==> config.mk <==
export PLATFORM = sky130hd
export DESIGN_NAME = tick_event_gen
export DESIGN_NICKNAME = d
export VERILOG_FILES = /design/src/rtl/tick_event_pkg.sv /design/src/rtl/tick_period_mon.sv /design/src/rtl/tick_event_gen.sv
export SDC_FILE = /design/constraint.sdc
export NUM_CORES = 1
export LEC_CHECK = 0
export ABC_AREA = 1
export CORE_ASPECT_RATIO = 1.1
export CORE_MARGIN = 2
export CORE_UTILIZATION = 30
export DETAILED_ROUTE_END_ITERATION = 8
export HOLD_SLACK_MARGIN = 0.12
export PLACE_DENSITY = 0.56
export SETUP_SLACK_MARGIN = 0.15
export SLEW_MARGIN = 20
export SYNTH_ARGS = -nofsm -noshare
export SYNTH_HDL_FRONTEND = slang
export SYNTH_SLANG_ARGS = --single-unit
==> constraint.sdc <==
create_clock -name clk -period 2.1 [get_ports clk]
set_input_delay 0.63 -clock clk [delete_from_list [all_inputs] [get_ports clk]]
set_output_delay 0.63 -clock clk [all_outputs]
set_load 0.02 [all_outputs]
==> src/rtl/tick_event_pkg.sv <==
// Shared types and widths for the tick event generator.
package tick_event_pkg;

  localparam int unsigned GAP_BITS = 17;
  localparam int unsigned EVT_BITS = 8;

  // Encodings are pinned so they match the legacy state constants.
  typedef enum logic [1:0] {
    COUNT = 2'd0,
    REQ   = 2'd1,
    DONE  = 2'd2
  } state_t;

endpackage

==> src/rtl/tick_period_mon.sv <==
// Tick period monitor: flags ticks whose spacing differs from PERIOD and
// flags a missing tick once, PERIOD+1 cycles after the last one.
module tick_period_mon
  import tick_event_pkg::*;
#(
  parameter int unsigned PERIOD = 100001
) (
  input  logic clk,
  input  logic rst,
  input  logic tick,
  output logic per_err
);

  localparam logic [GAP_BITS:0] PER_EXP  = (GAP_BITS + 1)'(PERIOD);
  localparam logic [GAP_BITS:0] PER_LATE = (GAP_BITS + 1)'(PERIOD + 1);

  logic [GAP_BITS-1:0] gap;
  logic                armed;
  logic                late;
  logic [GAP_BITS:0]   since;
  logic                bad_tick;
  logic                timeout;

  // gap is cleared on the tick edge, so the cycle count seen at this edge is gap+1.
  assign since    = {1'b0, gap} + 1'b1;
  assign bad_tick = armed && tick && (since != PER_EXP);
  assign timeout  = armed && !tick && !late && (since == PER_LATE);

  // Gap counter, arming and one-shot timeout tracking.
  always_ff @(posedge clk) begin
    if (rst) begin
      gap     <= '0;
      armed   <= 1'b0;
      late    <= 1'b0;
      per_err <= 1'b0;
    end else begin
      per_err <= bad_tick || timeout;
      if (tick) begin
        gap   <= '0;
        armed <= 1'b1;
        late  <= 1'b0;
      end else begin
        if (gap != '1) gap <= gap + 1'b1;
        if (timeout)   late <= 1'b1;
      end
    end
  end

endmodule

==> src/rtl/tick_event_gen.sv <==
// Tick event generator: groups TICKS_PER_EVENT ticks into one event and
// presents it on a 4-phase req/ack handshake.
// Optional period monitor compiled in with TICK_EVENT_GEN_PERIOD_MON_EN.
module tick_event_gen
  import tick_event_pkg::*;
#(
  parameter int unsigned TICKS_PER_EVENT = 4,
  parameter int unsigned PERIOD          = 100001
) (
  input  logic                clk,
  input  logic                rst,
  input  logic                tick,
  input  logic                ack,
  output logic                req,
  output logic                ovf,
  output logic [EVT_BITS-1:0] evt_cnt,
  output logic                per_err
);

  localparam logic [7:0] LAST_TICK = 8'(TICKS_PER_EVENT - 1);

  state_t     state;
  state_t     state_nxt;
  logic [7:0] tcnt;
  logic       wrap;

  assign wrap = tick && (tcnt == LAST_TICK);

  // Handshake sequencing; ack is only looked at once a request is out.
  always_comb begin
    state_nxt = state;
    case (state)
      COUNT:   if (wrap) state_nxt = REQ;
      REQ:     if (ack)  state_nxt = DONE;
      DONE:    if (!ack) state_nxt = COUNT;
      default: state_nxt = COUNT;
    endcase
  end

  // State register with req registered alongside it.
  always_ff @(posedge clk) begin
    if (rst) begin
      state <= COUNT;
      req   <= 1'b0;
    end else begin
      state <= state_nxt;
      req   <= (state_nxt == REQ);
    end
  end

  // Tick phase counter runs in every state so event phase survives a handshake.
  always_ff @(posedge clk) begin
    if (rst) begin
      tcnt <= '0;
    end else if (tick) begin
      tcnt <= wrap ? '0 : tcnt + 1'b1;
    end
  end

  // Sticky drop flag: a tick group completed while the handshake was busy.
  always_ff @(posedge clk) begin
    if (rst) begin
      ovf <= 1'b0;
    end else if (wrap && (state != COUNT)) begin
      ovf <= 1'b1;
    end
  end

  // Completed handshake counter, free-running modulo 256.
  always_ff @(posedge clk) begin
    if (rst) begin
      evt_cnt <= '0;
    end else if ((state == REQ) && ack) begin
      evt_cnt <= evt_cnt + 1'b1;
    end
  end

`ifdef TICK_EVENT_GEN_PERIOD_MON_EN
  tick_period_mon #(
    .PERIOD(PERIOD)
  ) u_period_mon (
    .clk    (clk),
    .rst    (rst),
    .tick   (tick),
    .per_err(per_err)
  );
`else
  // PERIOD has no consumer in this build; fold it into a deliberately unused net.
  localparam logic [GAP_BITS-1:0] PERIOD_W = GAP_BITS'(PERIOD);
  logic unused_period;
  assign unused_period = ^PERIOD_W;
  assign per_err       = 1'b0;
`endif

endmodule
==> reports/results.tsv <==
stage	metric	value	unit
status	outcome	finished, final reports clean	
layout	regArea	400	sq um
sta	hold_viol_final	0	
detailed_routing	vias_per_cell	4.44	
die	row_count	21	
synthesis	syn_nets	133	
clock_tree	cts-root-buf	clkbuf_4	
sta	rsz0062_at_grt	false	
setup_path	startpoint_type	register	
die	start_util	30.9	%
layout	fin_cells	177	
clock_tree	clock_sinks	20	
clock_tree	cts_htree_levels	1	
power	p_leak	0.526	nW
synthesis	ys_seq_area_share	42.8	%
setup_path	endpoint	ovf	
setup_path	worstPathRequired	1.47	ns
synthesis	synth_seq_cells	20	
setup_path	reg2reg_depth	8	
setup_path	reg2reg_from	tcnt[0]$_SDFFE_PP0P_	
sta	drv_slew	0	
synthesis	syn_inst	127	
flow_run	maxCapViolCount	0	
min_path	holdPathStages	1	
detailed_routing	ant_nets	0	
sta	finalSetupViolations	0	
detailed_routing	wl	1.67	mm
sta	finClkSkew	0.00607	ns
power	finalPower	0.647	mW
layout	multi_input_area	452	sq um
power	vdd.ir_drop.worst	0.249	mV
setup_path	worstSetupPathDepth	1	
setup_path	crit_family	buffers and inverters	
setup_path	ff2ff_setup_slack	0.81	ns
clock_tree	cts_buffer_depth	2	
clock_tree	numCtsBuffers	3	
setup_path	timing.rr.end	tcnt[7]$_SDFFE_PP0P_	
die	core_area	0.00302	sq mm
setup_path	startpoint	ovf$_SDFFE_PP0P_	
setup_path	cp.arrival	1.23	ns
place	dp_cells	173	
sta	fin_crit_sh	88.7	%
sta	fin_crit	1.86	ns
clock_tree	cts_tree	done	
place	hpwl	1.29	mm
setup_path	slowest_stage	clkdlybuf4s50_1	
sta	hold-worst-slack	0.458	ns
synthesis	syn-cell-area	935	sq um
min_path	min_path_type	register to register	
setup_path	max_stage_delay	0.60	ns
clock_tree	post-cts-setup-buffer-count	0	
layout	area_growth_syn_to_layout	20.5	%
place	port_buffers	13	
grt	overflow	0	
grt	grt_pass1_wl	2.85	mm
grt	grt_pass1_vias	705	
detailed_routing	drcViolationCount	0	
setup_path	critPathMaxFanout	2	
place	gp_congestion	0.743	
layout	fillers	315	
layout	n_antenna_cell	0	
detailed_routing	firstDrtPassIters	4	
setup_path	critical_path_class	register to output pin	
detailed_routing	first_iter_violations	15	
layout	drive_gt1_share	10.5	%
layout	nets	150	
setup_path	cp_cell_sequence	clkdlybuf4s50_1	
synthesis	ys_types	25	
die	die_w	57.2	microns
grt	antenna_found_initial	0	
die	die_h	62.5	microns
power	power_density	574	mW/mm^2
sta	tns	0	ns
layout	final_util	37.3	%
clock_tree	ctsHoldBuffers	0	
die	die-area	0.00358	sq mm
clock_tree	clk_latency	0.30	ns
detailed_routing	vias	785	
setup_path	crit_path_end_kind	output pin	
grt	grt_usage	10.3	%
sta	fmax	537	MHz
setup_path	worstPathBufferInverterCount	1	
synthesis	synth.avg_cell_area	7.36	sq um
synthesis	yosys_warnings	0	
detailed_routing	wire_per_inst	9.45	microns
layout	layout_common_cells	23 x nor2_1, 23 x nand2_1, 20 x dfxtp_1	
die	ios	15	
clock_tree	clk_pin_slew	0.11	ns
grt	grt_max_degree	12	
[power by group]
part | internal (mW) | switching (mW) | leakage, nW
clock | 0.106 | 0.119 | 0.0210
combinational | 0.0147 | 0.0208 | 0.344
sequential | 0.384 | 0.00367 | 0.161
[synthesized netlist by cell type]
cell | instances | area share, %
nand3b_1 | 1 | 0.80
o21a_1 | 1 | 0.80
o21ai_1 | 1 | 0.53
clkinv_1 | 1 | 0.40
buf_6 | 1 | 1.2
nand2_1 | 23 | 9.2
a21oi_1 | 9 | 4.8
o21ai_0 | 3 | 1.6
inv_2 | 1 | 0.40
nand2_2 | 1 | 0.67
buf_4 | 1 | 0.80
conb_1 | 1 | 0.40
nand4_1 | 3 | 2.0
nor2_1 | 23 | 9.2
xnor2_1 | 1 | 0.94
nand3_1 | 7 | 3.7
dfxtp_1 | 20 | 43
nor2_2 | 4 | 2.7
xor2_1 | 3 | 2.8
nand4_2 | 1 | 1.3
inv_1 | 15 | 6.0
nor2_4 | 1 | 1.2
nand3_2 | 2 | 2.1
a31oi_1 | 1 | 0.67
ha_1 | 2 | 2.7
[sequential cells by signal, indices dropped and copies added, names as in the netlist]
signal	cells
ovf	1
evt_cnt	8
req	1
state	2
tcnt	8
[cell type report]
type | count | share of cell area [%]
flip-flops and latches | 20 | 35.6
repair buffers | 14 | 11.7
well taps | 34 | 3.78
multi-input cells | 88 | 40.1
inverters | 17 | 5.67
clock buffers | 4 | 3.22
[worst min-delay path by stage]
stage / from / endpoint / slack, ns
floorplan: state[1]$_SDFF_PP0_ / state[1]$_SDFF_PP0_ / 0.43
global placement: state[1]$_SDFF_PP0_ / state[1]$_SDFF_PP0_ / 0.44
detailed placement: state[1]$_SDFF_PP0_ / state[1]$_SDFF_PP0_ / 0.44
CTS: state[1]$_SDFF_PP0_ / state[1]$_SDFF_PP0_ / 0.46
global route: state[1]$_SDFF_PP0_ / state[1]$_SDFF_PP0_ / 0.49
finish: state[1]$_SDFF_PP0_ / state[1]$_SDFF_PP0_ / 0.46
[logic make-up after synthesis]
family | Yosys count | synth area share [%]
DFF | 20 | 42.8
buffers and inverters | 19 | 8.83
adders and majority gates | 2 | 2.68
AOI/OAI and AO/OA | 15 | 8.43
xor gates and xnor gates | 4 | 3.75
and+or+nand+nor | 66 | 33.1
other | 1 | 0.401
[layer usage]
layer | share of wire [%] | wire length, microns | track usage [%] | up-vias
met5 | 0 | 0 | 0 | -
met4 | 1.1 | 18 | 5.23 | 0
met3 | 3.7 | 62 | 3.11 | 2
met2 | 49 | 816 | 18.8 | 8
met1 | 46 | 776 | 10.2 | 345
li1 | - | - | - | 430
[timing repair]
item / 4_1_cts / 5_1_grt
gates resized for setup: 7 / 1
pin swaps: 0 / 0
endpoints found under the setup margin: 7 / 1
[metrics by stage]
step / worst slack, ns / cell area (sq um)
6_report: 0.237 / 1130
4_1_cts: 0.163 / 1120
3_5_place_dp: 0.153 / 1100
3_3_place_gp: 0.167 / 1100
5_1_grt: 0.191 / 1130
2_1_floorplan: 0.872 / 935
Power figures use the tool's default switching activity.
==> RTL change (same flow settings) <==
Register the output `evt_cnt` once more; this adds one clock of latency there. The other outputs are not delayed to match.
--- a/src/rtl/tick_event_gen.sv
+++ b/src/rtl/tick_event_gen.sv
@@ -18,6 +18,8 @@
 );
 
   localparam logic [7:0] LAST_TICK = 8'(TICKS_PER_EVENT - 1);
+
+  logic [EVT_BITS-1:0] evt_cnt_s0;
 
   state_t     state;
   state_t     state_nxt;
@@ -69,9 +71,9 @@
   // Completed handshake counter, free-running modulo 256.
   always_ff @(posedge clk) begin
     if (rst) begin
-      evt_cnt <= '0;
+      evt_cnt_s0 <= '0;
     end else if ((state == REQ) && ack) begin
-      evt_cnt <= evt_cnt + 1'b1;
+      evt_cnt_s0 <= evt_cnt_s0 + 1'b1;
     end
   end
 
@@ -92,4 +94,8 @@
   assign per_err       = 1'b0;
 `endif
 
+  always_ff @(posedge clk) begin
+    evt_cnt <= evt_cnt_s0;
+  end
+
 endmodule
Behaviour: not the same (a bounded check fails within 10 cycles, from zero or initial values and one cycle with rst high).
==> RTL change against the original RTL <==
- clock power grew 42%
- fmax rose by 0.92%
- power up 38%
- final cell count grew 13%
- area after synthesis is 17% higher
- wire length grew 0.42%
- clock skew down 2.8 ps
- sequential cell count up 8
- final area increased by 18%
- setup slack improved by 17 ps
==> RTL change: results (changes against the original RTL) <==
Parameter                              Value

Synthesis
  Number of nets produced by synthesis    140 (was 133)
  Instance count of the mapped netlist    134 (was 127)
  Number of distinct library cells after synthesis    24 (was 25)
  Register area share after synthesis    51.26% (was 42.84%)
  Cell types with the highest counts after synthesis    sky130_fd_sc_hd__dfxtp_1 (28), sky130_fd_sc_hd__nand2_1 (25), sky130_fd_sc_hd__nor2_1 (23) (was sky130_fd_sc_hd__nand2_1 (23), sky130_fd_sc_hd__nor2_1 (23), sky130_fd_sc_hd__dfxtp_1 (20))
  Cell types with the largest area share after synthesis    sky130_fd_sc_hd__dfxtp_1 (51%), sky130_fd_sc_hd__nand2_1 (8.6%), sky130_fd_sc_hd__nor2_1 (7.9%) (was sky130_fd_sc_hd__dfxtp_1 (43%), sky130_fd_sc_hd__nand2_1 (9.2%), sky130_fd_sc_hd__nor2_1 (9.2%))
  Fraction of synthesis flops using an asynchronous set or reset pin    0% (unchanged)

Worst setup path
  Critical Path AT    1220 ps
  Worst reg2reg setup slack    870 ps (was 810 ps)
  Logic depth of the worst register-to-register path    8 (unchanged)
  Top Family by Delay on Critical Path    buffers and inverters (unchanged)
  Worst path max stage delay    610 ps
  Worst-path cell with the longest stage delay    sky130_fd_sc_hd__clkdlybuf4s50_1 (unchanged)
  Crit path capture    ovf (unchanged)
  Launching instance or port of the critical path    ovf (unchanged)
  Worst R2R End    tcnt[4] (was tcnt[7])

CTS
  Clock transition at the registers of the reported paths    90 ps (was 110 ps)
  Root buffer cell    sky130_fd_sc_hd__clkbuf_8 (was sky130_fd_sc_hd__clkbuf_4)
  Gates resized, CTS repair    0 (was 7)
  Clock latency of the later-clocked register in the worst-skew pair    260 ps (was 300 ps)
  Number of CTS-inserted buffers    3 (unchanged)
  Worst-case clock buffer depth    2 (unchanged)
  Post-CTS setup-driven buffer insertion count    0 (unchanged)

Layout
  Share of layout cells above drive strength 1    10.00% (was 10.49%)
  Top Registers    evt_cnt (8), evt_cnt_s0 (8), tcnt (8) (was evt_cnt (8), tcnt (8), state (2))
  Final non-filler cell total    200 (was 177)
  Count of nets after finishing    157 (was 150)

Route
  DRT iter0 DRCs    19 (was 15)
  Wire length after detailed routing    1680 um (was 1673 um)
  Iteration count of the initial detailed-routing pass    4 (unchanged)
  Number of vias in the routed layout    823 (was 785)

Place
  Final Wtd Congestion    0.8306 (was 0.7426)
  DP HPWL    1343 um (was 1294 um)

Worst hold path
  Worst Hold Class    reg2reg (unchanged)

GRT
  Pin count of the biggest net entering global routing    16 (was 12)
  Global-route wire length before repair    2829 um (was 2849 um)
  Antenna violations before repair    0 (unchanged)
  Number of global-route vias before repair    715 (was 705)
  GRT Overall Usage    8.985% (was 10.29%)

Timing
  Setup skew after layout    3.264 ps (was 6.075 ps)

Power and ir drop
  Worst vdd ir    0.2097 mV (was 0.2489 mV)
  Reported leakage power    0.5446 nW (was 0.5264 nW)
  Internal Power    0.0007170 W (was 0.0005039 W)

Status
  Status    completed (unchanged)
==> RTL change: routing by layer <==
layer / vias to the layer above / track usage [%] / share of wire, %
li1: 447 / - / -
met1: 365 / 11.12 / 46
met2: 9 / 14.87 / 50
met3: 2 / 1.724 / 3.0
met4: 0 / 3.989 / 0.48
met5: - / 0 / 0
==> RTL change: area by class of cell <==
type	count	area (um2)
Fill cell	415	2235
Sequential cell	28	560.5
Multi-Input combinational cell	87	454.2
Timing Repair Buffer	14	137.6
Inverter	17	63.81
Tap cell	50	62.56
Clock buffer	4	55.05
==> RTL change: how the worst min path moves through the flow <==
stage	from	to	depth (start not counted)
after floorplan	evt_cnt_s0[7]	evt_cnt[7]	0
after global placement	evt_cnt_s0[7]	evt_cnt[7]	0
after detailed placement	evt_cnt_s0[7]	evt_cnt[7]	0
after CTS	evt_cnt_s0[7]	evt_cnt[7]	0
after global routing	evt_cnt_s0[7]	evt_cnt[7]	0
final	evt_cnt_s0[7]	evt_cnt[7]	0
==> RTL change: kinds of logic after synthesis <==
group	after synthesis	share of synthesized area, %
XOR/XNOR	5	4.004
AO/OA/AOI/OAI	14	7.324
flip-flops	28	51.26
AND/OR/NAND/NOR	65	27.57
adder cells (fa/ha/maj)	2	2.288
buffers and inverters	19	7.208
other	1	0.3429
==> RTL change: per-stage QoR <==
step | cell area [um2] | setup WS [ps] | hold slack, ps
after floorplan | 1094 | 794.4 | 351.5
after global placement | 1279 | 239.6 | 361.9
after detailed placement | 1279 | 220.0 | 362.6
after CTS | 1334 | 223.5 | 375.6
after global routing | 1334 | 191.8 | 382.3
final | 1334 | 253.8 | 373.0
==> RTL change: power by group through the flow <==
stage / logic [W] / registers, W / clock network, W
2_1_floorplan: 0.0000233 / 0.000551 / 0
3_3_place_gp: 0.0000354 / 0.000551 / 0
3_5_place_dp: 0.0000356 / 0.000552 / 0
4_1_cts: 0.0000356 / 0.000539 / 0.000332
5_1_grt: 0.0000398 / 0.000540 / 0.000354
6_report: 0.0000348 / 0.000539 / 0.000317
